**config.mk**
```make
export PLATFORM = sky130hd
export DESIGN_NAME = toggle_period_meter
export DESIGN_NICKNAME = d
export VERILOG_FILES = /design/src/rtl/vgastripes_pkg.sv /design/src/rtl/sync_edge_detect.sv /design/src/rtl/toggle_period_meter.sv
export SDC_FILE = /design/constraint.sdc
export NUM_CORES = 1
export LEC_CHECK = 0
export CORE_MARGIN = 2
export CORE_UTILIZATION = 50
export DETAILED_ROUTE_END_ITERATION = 16
export PLACE_DENSITY = 0.75
export SETUP_SLACK_MARGIN = 0.02
export SYNTH_ARGS = -nofsm -noshare
export SYNTH_HDL_FRONTEND = slang
export SYNTH_SLANG_ARGS = --single-unit
```
**constraint.sdc**
```tcl
create_clock -name clk1 -period 2.05 [get_ports clk1]
set_input_delay 0.205 -clock clk1 [delete_from_list [all_inputs] [get_ports clk1]]
set_output_delay 0.205 -clock clk1 [all_outputs]
set_load 0.03 [all_outputs]
```
**src/rtl/vgastripes_pkg.sv**
```systemverilog
// Shared definitions for the stripe toggle path: measurement FSM states and
// the default counter width used by the toggle period meter.
package vgastripes_pkg;

    typedef enum logic {
        ST_IDLE    = 1'b0,
        ST_MEASURE = 1'b1
    } meas_state_e;

    // 28 bits covers a 120 M-cycle stripe toggle period with headroom.
    localparam int STRIPE_CNT_W = 28;

endpackage

```
**src/rtl/sync_edge_detect.sv**
```systemverilog
// Two-flop synchronizer for an asynchronous level plus a history flop,
// producing single-cycle rise/fall strobes in the clk1 domain.
module sync_edge_detect (
    input  logic clk1,
    input  logic rst_n,
    input  logic sig_in,
    output logic rise,
    output logic fall
);

    logic s1;
    logic s2;
    logic prev;

    always_ff @(posedge clk1 or negedge rst_n) begin
        if (!rst_n) begin
            s1   <= 1'b0;
            s2   <= 1'b0;
            prev <= 1'b0;
        end else begin
            s1   <= sig_in;
            s2   <= s1;
            prev <= s2;
        end
    end

    // Both strobes come from the same s2/prev pair, so they never coincide.
    assign rise = s2 & ~prev;
    assign fall = ~s2 & prev;

endmodule

```
**src/rtl/toggle_period_meter.sv**
```systemverilog
// Measures period and high time of a slow asynchronous toggle in clk1 cycles,
// one result per accepted rise, with glitch rejection and loss-of-signal flag.
module toggle_period_meter
    import vgastripes_pkg::*;
#(
    parameter int CNT_W      = STRIPE_CNT_W,
    parameter int MIN_PERIOD = 4
) (
    input  logic             clk1,
    input  logic             rst_n,
    input  logic             sig_in,
    input  logic             clr,
    output logic [CNT_W-1:0] period,
    output logic [CNT_W-1:0] high_time,
    output logic             period_valid,
    output logic             locked,
    output logic             timeout
);

    localparam logic [CNT_W-1:0] CNT_MAX = '1;
    localparam logic [CNT_W-1:0] CNT_MIN = CNT_W'(MIN_PERIOD);
    localparam logic [CNT_W-1:0] CNT_ONE = CNT_W'(1);

    logic             rise;
    logic             fall;
    logic [CNT_W-1:0] cnt;
    logic [CNT_W-1:0] high_cnt;
    meas_state_e      state;

    function automatic logic [CNT_W-1:0] sat_inc(input logic [CNT_W-1:0] v);
        return (v == CNT_MAX) ? v : v + CNT_ONE;
    endfunction

    sync_edge_detect u_sync (
        .clk1   (clk1),
        .rst_n  (rst_n),
        .sig_in (sig_in),
        .rise   (rise),
        .fall   (fall)
    );

    // Counter, FSM and result registers; one cycle after the rise/fall strobes.
    always_ff @(posedge clk1 or negedge rst_n) begin
        if (!rst_n) begin
            state        <= ST_IDLE;
            cnt          <= '0;
            high_cnt     <= '0;
            period       <= '0;
            high_time    <= '0;
            period_valid <= 1'b0;
            locked       <= 1'b0;
            timeout      <= 1'b0;
        end else begin
            period_valid <= 1'b0;
            if (clr) begin
                state     <= ST_IDLE;
                cnt       <= '0;
                high_cnt  <= '0;
                period    <= '0;
                high_time <= '0;
                locked    <= 1'b0;
                timeout   <= 1'b0;
            end else begin
                cnt <= sat_inc(cnt);
                case (state)
                    ST_IDLE: begin
                        if (rise) begin
                            cnt      <= CNT_ONE;
                            high_cnt <= '0;
                            timeout  <= 1'b0;
                            state    <= ST_MEASURE;
                        end
                    end
                    ST_MEASURE: begin
                        if (fall) begin
                            high_cnt <= cnt;
                        end
                        // An accepted rise at saturation still yields a result.
                        if (rise && (cnt >= CNT_MIN)) begin
                            period       <= cnt;
                            high_time    <= high_cnt;
                            period_valid <= 1'b1;
                            locked       <= 1'b1;
                            cnt          <= CNT_ONE;
                            high_cnt     <= '0;
                        end else if (cnt == CNT_MAX) begin
                            timeout <= 1'b1;
                            locked  <= 1'b0;
                            state   <= ST_IDLE;
                        end
                    end
                    default: state <= ST_IDLE;
                endcase
            end
        end
    end

endmodule

```
==> metrics.cfg, run 1 <==
[global_route]
track_usage_pct=23.67
grt_pass1_wl_mm=20.24
grt_pass1_vias=3841
globalRouteOverflowTotal=0
antenna_found_initial=0
grt_max_degree=58

[placed_design]
dp_hpwl_mm=8.245
gp_congestion=0.9812
numPortBuffers=62

[drt]
routed_wl_mm=12.95
drtIter0Drc=324
firstDrtPassIters=5
ant_nets=0
route.detailed.drc=0
route.detailed.wl_per_inst_um=19.86
num_vias=3862
via_per_inst=5.923

[yosys]
ys_types=48
synthFlopType=dfrtp_1
synth.avg_cell_area_sq_um=12.42
syn_inst=400
syn-cell-area_sq_um=4970
synth_seq_cells=119
synth_edf_count=0
synth_fp_nets=406
synthArstFlopShare_pct=100.0
yosysSeqAreaShare_pct=59.92
synth_warnings=0

[worst_setup_path]
worstSetupPathType=register to register
max_stage_delay_ns=0.46
critPathRequiredTime_ns=2.49
path_buf_inv=1
cp_data_arrival_time_ns=2.50
path_cells=nor4_2 -> and3_4 -> a31oi_4 -> a311oi_4 -> clkbuf_16 -> a22o_1
crit_family=compound AO/OA/AOI/OAI gates
cp_slowest_cell=a311oi_4
worstSetupStartpointType=register
path_max_fanout=7
setup.worst_path.end_class=register

[pwr]
ir_drop_mv=0.5059
switchingPower_w=0.001245
p_sw_share_pct=22.47
seq_power_share_pct=42.8
clkPwrFrac_pct=53.4
leakage_nw=3.052
combinationalPowerShare_pct=3.9
finalPower_w=0.005540
internal-power_w=0.004295
power_density_nw_per_um2=812.5

[hold_path]
hold_class=input pin to asynchronous set/reset pin

[cts]
root_buffer=clkbuf_8
cts.path.max_buffers=2
cts_buffers=17
clk_pin_slew_worst_paths_ns=0.06
cts_tree=yes
cts_sinks=119
htree_num_levels=4
clk_latency_ns=0.51

[sta]
fin_hold_ws_ns=0.1304
period_share_pct=100.3
hold_viol_final=0
clock-skew-final_ns=0.01052
slew_headroom_pct=31.40
setup_ws_ns=-0.006492
maxSlewViolCount=0
rsz0062_at_grt=true
fmax_mhz=486.3
setup_viol=2
layout_min_cycle_time_ns=2.056
tightest_slew_ns=1.029

[outcome]
violations=negative setup slack
status=complete, but fails checks

[finish]
antenna_cells=0
syn2layout_area_growth_pct=37.19
post-route-util_pct=70.07
final_nets=512
drive_gt1_share_pct=24.47

[flow_run]
drv_cap=0

[floorplanning]
initial_core_util_pct=51.08
boundaryPins=63
die_y_um=103.7
rows=36
dieArea_sq_um=10750
core_sq_um=9729
die_w_um=103.7

[metrics by stage]
stage	setup WS, ns	instance area, sq um	setup TNS, ns	cells
2_1_floorplan	0.08658	4970	0	400
3_3_place_gp	0.07116	6035	0	612
3_5_place_dp	0.06851	6035	0	612
4_1_cts	0.03723	6636	0	645
5_1_grt	-0.07223	6818	-1.355	652
6_report	-0.006492	6818	-0.006755	652
[layout make-up]
| type | count | area (sq um) |
|---|---|---|
| inverters | 5 | 18.77 |
| fillers | 686 | 2912 |
| multi-input cells | 236 | 1854 |
| clock buffers | 18 | 417.9 |
| clock inverters | 14 | 173.9 |
| repair buffers | 127 | 1204 |
| well taps | 133 | 166.4 |
| flip-flops and latches | 119 | 2983 |
[worst reg2reg max path, stage by stage, from the launching register on]
cell       delay (ns)
dfrtp_1          0.45
nor4_2           0.31
and3_4           0.25
a31oi_4          0.11
a311oi_4         0.46
clkbuf_16        0.26
a22o_1           0.14
[flip-flops by register name, indices dropped and copies added (netlist names)]
signal / cells
u_sync.prev: 1
timeout: 1
locked: 1
u_sync.s1: 1
state: 1
period_valid: 1
high_time: 28
cnt: 28
u_sync.s2: 1
high_cnt: 28
period: 28
[power groups by stage]
stage	Combinational (W)	Sequential [W]	Clock, W
final	0.000216	0.00237	0.00296
after global routing	0.000236	0.00237	0.00309
after CTS	0.000195	0.00237	0.00299
after detailed placement	0.000192	0.00241	0
after global placement	0.000188	0.00241	0
after floorplan	0.0000792	0.00241	0
[cell usage after synthesis (2+ instances only)]
library cell,n,area [sq um]
buf_1,2,7.510
nand3_1,8,40.04
nand2b_1,2,12.51
nor2_1,24,90.09
nor4_1,8,50.05
o21ai_0,9,45.04
a31oi_1,2,12.51
o2111ai_1,3,26.28
a21oi_1,13,65.06
and4_1,4,35.03
xor2_1,11,96.34
clkbuf_1,7,26.28
nor3_1,6,30.03
a22o_1,84,735.7
and3_1,5,31.28
buf_6,5,56.30
ha_1,2,25.02
nand4_2,2,25.02
or4_1,2,15.01
inv_1,5,18.77
a211oi_1,2,15.01
dfrtp_1,119,2978
buf_2,24,120.1
nand4_1,9,56.30
o211ai_1,2,15.01
mux2i_1,2,20.02
xnor2_1,4,35.03
nand2_1,7,26.28
or2_2,2,12.51
or3_1,6,37.54
o31ai_1,2,15.01
[logic make-up after synthesis]
kind of cell	count (synthesis)	synth area share (%)
AO/OA/AOI/OAI	126	20.90
adder cells (fa/ha/maj)	2	0.5034
AND/OR/NAND/NOR	91	10.78
flip-flops	119	59.92
buffers and inverters	45	4.859
multiplexers	2	0.4028
XOR/XNOR	15	2.643
[path summary, 6_finish.rpt]
| check | start | to | slack [ns] | depth (start not counted) |
|---|---|---|---|---|
| worst min register to register | u_sync.s1 | u_sync.s2 | 0.35 | 0 |
| worst min-delay path | rst_n | cnt[27] | 0.13 | 2 |
| min in group clk1 | sig_in | u_sync.s1 | 0.13 | 1 |
| worst max register to register | cnt[22] | high_cnt[19] | -0.006 | 6 |
| worst max-delay path | cnt[22] | high_cnt[19] | -0.006 | 6 |
| max in group asynchronous | rst_n | cnt[8] | 1.31 | 3 |
[per-layer routing]
| metal | track usage, % | share of wire [%] | wire [um] | up-vias |
|---|---|---|---|---|
| li1 | - | - | - | 1721 |
| met1 | 33.49 | 44 | 5662 | 1982 |
| met2 | 36.09 | 49 | 6300 | 139 |
| met3 | 5.916 | 6.1 | 784 | 20 |
| met4 | 8.012 | 1.6 | 201 | 0 |
| met5 | 0 | 0 | 0 | - |
[placed cells by master (no fill, tap or decap), drive strengths merged, types with 4 or more instances in the layout]
master / Yosys / routed
a21oi: 13 / 13
a22o: 84 / 84
and3: 5 / 5
and4: 4 / 4
buf: 32 / 64
clkbuf: 8 / 19
clkdlybuf4s50: 0 / 61
clkinvlp: 0 / 4
dfrtp: 119 / 119
inv: 5 / 9
nand2: 7 / 7
nand3: 8 / 8
nand4: 11 / 11
nor2: 25 / 25
nor3: 6 / 6
nor4: 8 / 8
o21ai: 10 / 10
or3: 7 / 7
xnor2: 4 / 4
xor2: 11 / 11
[what timing repair did]
item                                    in CTS  in global routing
endpoints found under the setup margin       0                113
resized for setup                            0                 27
hold endpoints to repair                   119                  0
hold buffers                                 1                  0
setup buffers                                0                  5
(Power assumes the default switching activity.)
==> inputs of run 2 (changes only) <==
CORE_UTILIZATION = 57   (was 50)
DONT_BUFFER_PORTS = 1   (was default)
PLACE_DENSITY = 0.74   (was 0.75)
==> run 2 against run 1 <==
The flow finishes with violations (negative hold slack, negative setup slack); first-iteration DRC count down 10%; register-to-register slack got worse by 0.02 ns; sequential share of layout area rose by 5.2 points; combinational power down 27%; non-clock buffer count down 70; clock skew down 0.00095 ns; clock-buffer cell count fell by 1; power hardly changed; sequential cell count unchanged; sequential power hardly changed; worst hold slack got worse by 0.75 ns; cell count down 15%; critical endpoint is now period[13]; largest cell class unchanged; highest routed layer unchanged.
==> metrics.cfg, run 2 (synthesis gave the netlist of run 1 again) <==
[outcome]
status=complete, but fails checks
violations=negative hold slack, negative setup slack

[floorplanning]
boundaryPins=63
core_sq_um=8593
initial_core_util_pct=57.83
die_y_um=97.38
die_w_um=97.38
dieArea_sq_um=9482
rows=34

[cts]
cts.path.max_buffers=2
clk_latency_ns=0.52
htree_num_levels=4
cts_hold_buf=2
root_buffer=clkbuf_8
cts_tree=yes
cts_buffers=17
cts_sinks=119
clk_pin_slew_worst_paths_ns=0.06

[worst_setup_path]
worstSetupPathType=register to register
path_max_fanout=46
crit_family=simple AND/OR/NAND/NOR gates
path_cells=nor4_2 -> and4_4 -> a21oi_1 -> and3_2 -> buf_12 -> a22o_1
critPathRequiredTime_ns=2.44
path_buf_inv=1
worstSetupStartpointType=register
max_stage_delay_ns=0.43
worst_r2r_endpoint=period[13]
r2r_start=cnt[23]
r2r_slack_ns=-0.03
reg2reg_depth=6
cp_slowest_cell=dfrtp_1
cp_data_arrival_time_ns=2.47
setup.worst_path.end_class=register

[flow_run]
drv_cap=0

[global_route]
use_met2_pct=37.29
globalRouteOverflowTotal=0
grt_pass1_vias=3582
antenna_found_initial=0
grt_util_met3_pct=7.410
grt.busiest_layer=met1
grt_pass1_wl_mm=19.28
track_usage_pct=26.01
grt_max_degree=120
grtUsageMet1_pct=38.36

[drt]
route.detailed.wl_per_inst_um=21.41
firstDrtPassIters=5
drtIter0Drc=291
route.detailed.drc=0
routed_wl_mm=11.93
via_per_inst=6.562
ant_nets=0
num_vias=3655

[pwr]
combinationalPowerShare_pct=2.8
ir_drop_mv=0.6348
finalPower_w=0.005541
p_sw_share_pct=22.24
clkPwrFrac_pct=54.4
power_density_nw_per_um2=910.5
internal-power_w=0.004309
leakage_nw=2.814
switchingPower_w=0.001232
seq_power_share_pct=42.8

[finish]
final_nets=442
final_common_cell=dfrtp_1
antenna_cells=0
fillCellCount=555
drive_gt1_share_pct=24.72
layout_common_cells=dfrtp_1 (117), a22o_1 (84), buf_4 (47)
syn2layout_area_growth_pct=22.46

[sta]
tightest_slew_ns=0.4523
maxSlewViolCount=0
fin_hold_ws_ns=-0.6200
layout_min_cycle_time_ns=2.080
period_share_pct=101.5
setup_ws_ns=-0.03017
hold_viol_final=119
fmax_mhz=480.7
fin_tns_setup_ns=-0.05844
rsz0062_at_grt=true
clock-skew-final_ns=0.009565
setup_viol=6
slew_headroom_pct=69.61

[placed_design]
gp_congestion=0.9689
dp_hpwl_mm=7.523
numPortBuffers=0
place_ws_ns=-0.01132

[hold_path]
hold_class=input pin to asynchronous set/reset pin

-- run 2: cell count changes in the layout (fill, tap and decap cells not counted), moves of 3 or more --
cell	change
buf_4	-8
clkdlybuf4s50_1	-61
clkinv_4	+4
buf_6	-3
clkinvlp_4	-4
nor4_1	+3
-- run 2: per-layer routing --
layer / vias to the layer above / wire length [um]
met1: 1866 / 5246
li1: 1596 / -
met2: 167 / 5618
met3: 26 / 844
met5: - / 0
met4: 0 / 218
-- run 2: final cells by class --
| type | instances | area (sq um) | area share, % |
|---|---|---|---|
| clock buffers | 17 | 414.1 | 6.805 |
| inverters | 5 | 18.77 | 0.3084 |
| flip-flops and latches | 119 | 2980 | 48.97 |
| multi-input cells | 236 | 1812 | 29.77 |
| well taps | 108 | 135.1 | 2.220 |
| repair buffers | 57 | 534.3 | 8.779 |
| clock inverters | 15 | 191.4 | 3.146 |
-- run 2: how the worst max path moves through the flow --
stage	startpoint	to	slack, ns	cells after the start
CTS	cnt[8]	cnt[15]	0.04	5
floorplan	cnt[9]	high_time[26]	0.09	9
global placement	cnt[8]	cnt[15]	-0.0006	6
detailed placement	cnt[8]	cnt[15]	-0.01	5
finish	cnt[23]	period[13]	-0.03	6
global route	cnt[23]	period[13]	-0.06	6
-- run 2: what timing repair did --
| item | CTS | global route |
|---|---|---|
| gates resized for setup | 3 | 11 |
| endpoints found under the setup margin | 6 | 96 |
| setup buffers | 0 | 1 |
| cloned | 0 | 2 |
| endpoints found under the hold margin | 128 | 119 |
| pin swaps | 0 | 3 |
-- run 2: stage by stage --
stage | cells | util [%] | instance area (sq um)
4_1_cts | 554 | 69.48 | 5971
2_1_floorplan | 400 | - | 4970
5_1_grt | 557 | 70.82 | 6086
3_5_place_dp | 520 | 62.09 | 5335
3_3_place_gp | 520 | 62.09 | 5335
6_report | 557 | 70.82 | 6086
-- run 2: power by group through the flow --
stage / registers, W / clock network [W] / logic [W]
after detailed placement: 0.00241 / 0 / 0.000120
after global placement: 0.00241 / 0 / 0.000118
final: 0.00237 / 0.00301 / 0.000157
after CTS: 0.00237 / 0.00306 / 0.000125
after floorplan: 0.00241 / 0 / 0.0000792
after global routing: 0.00237 / 0.00317 / 0.000168
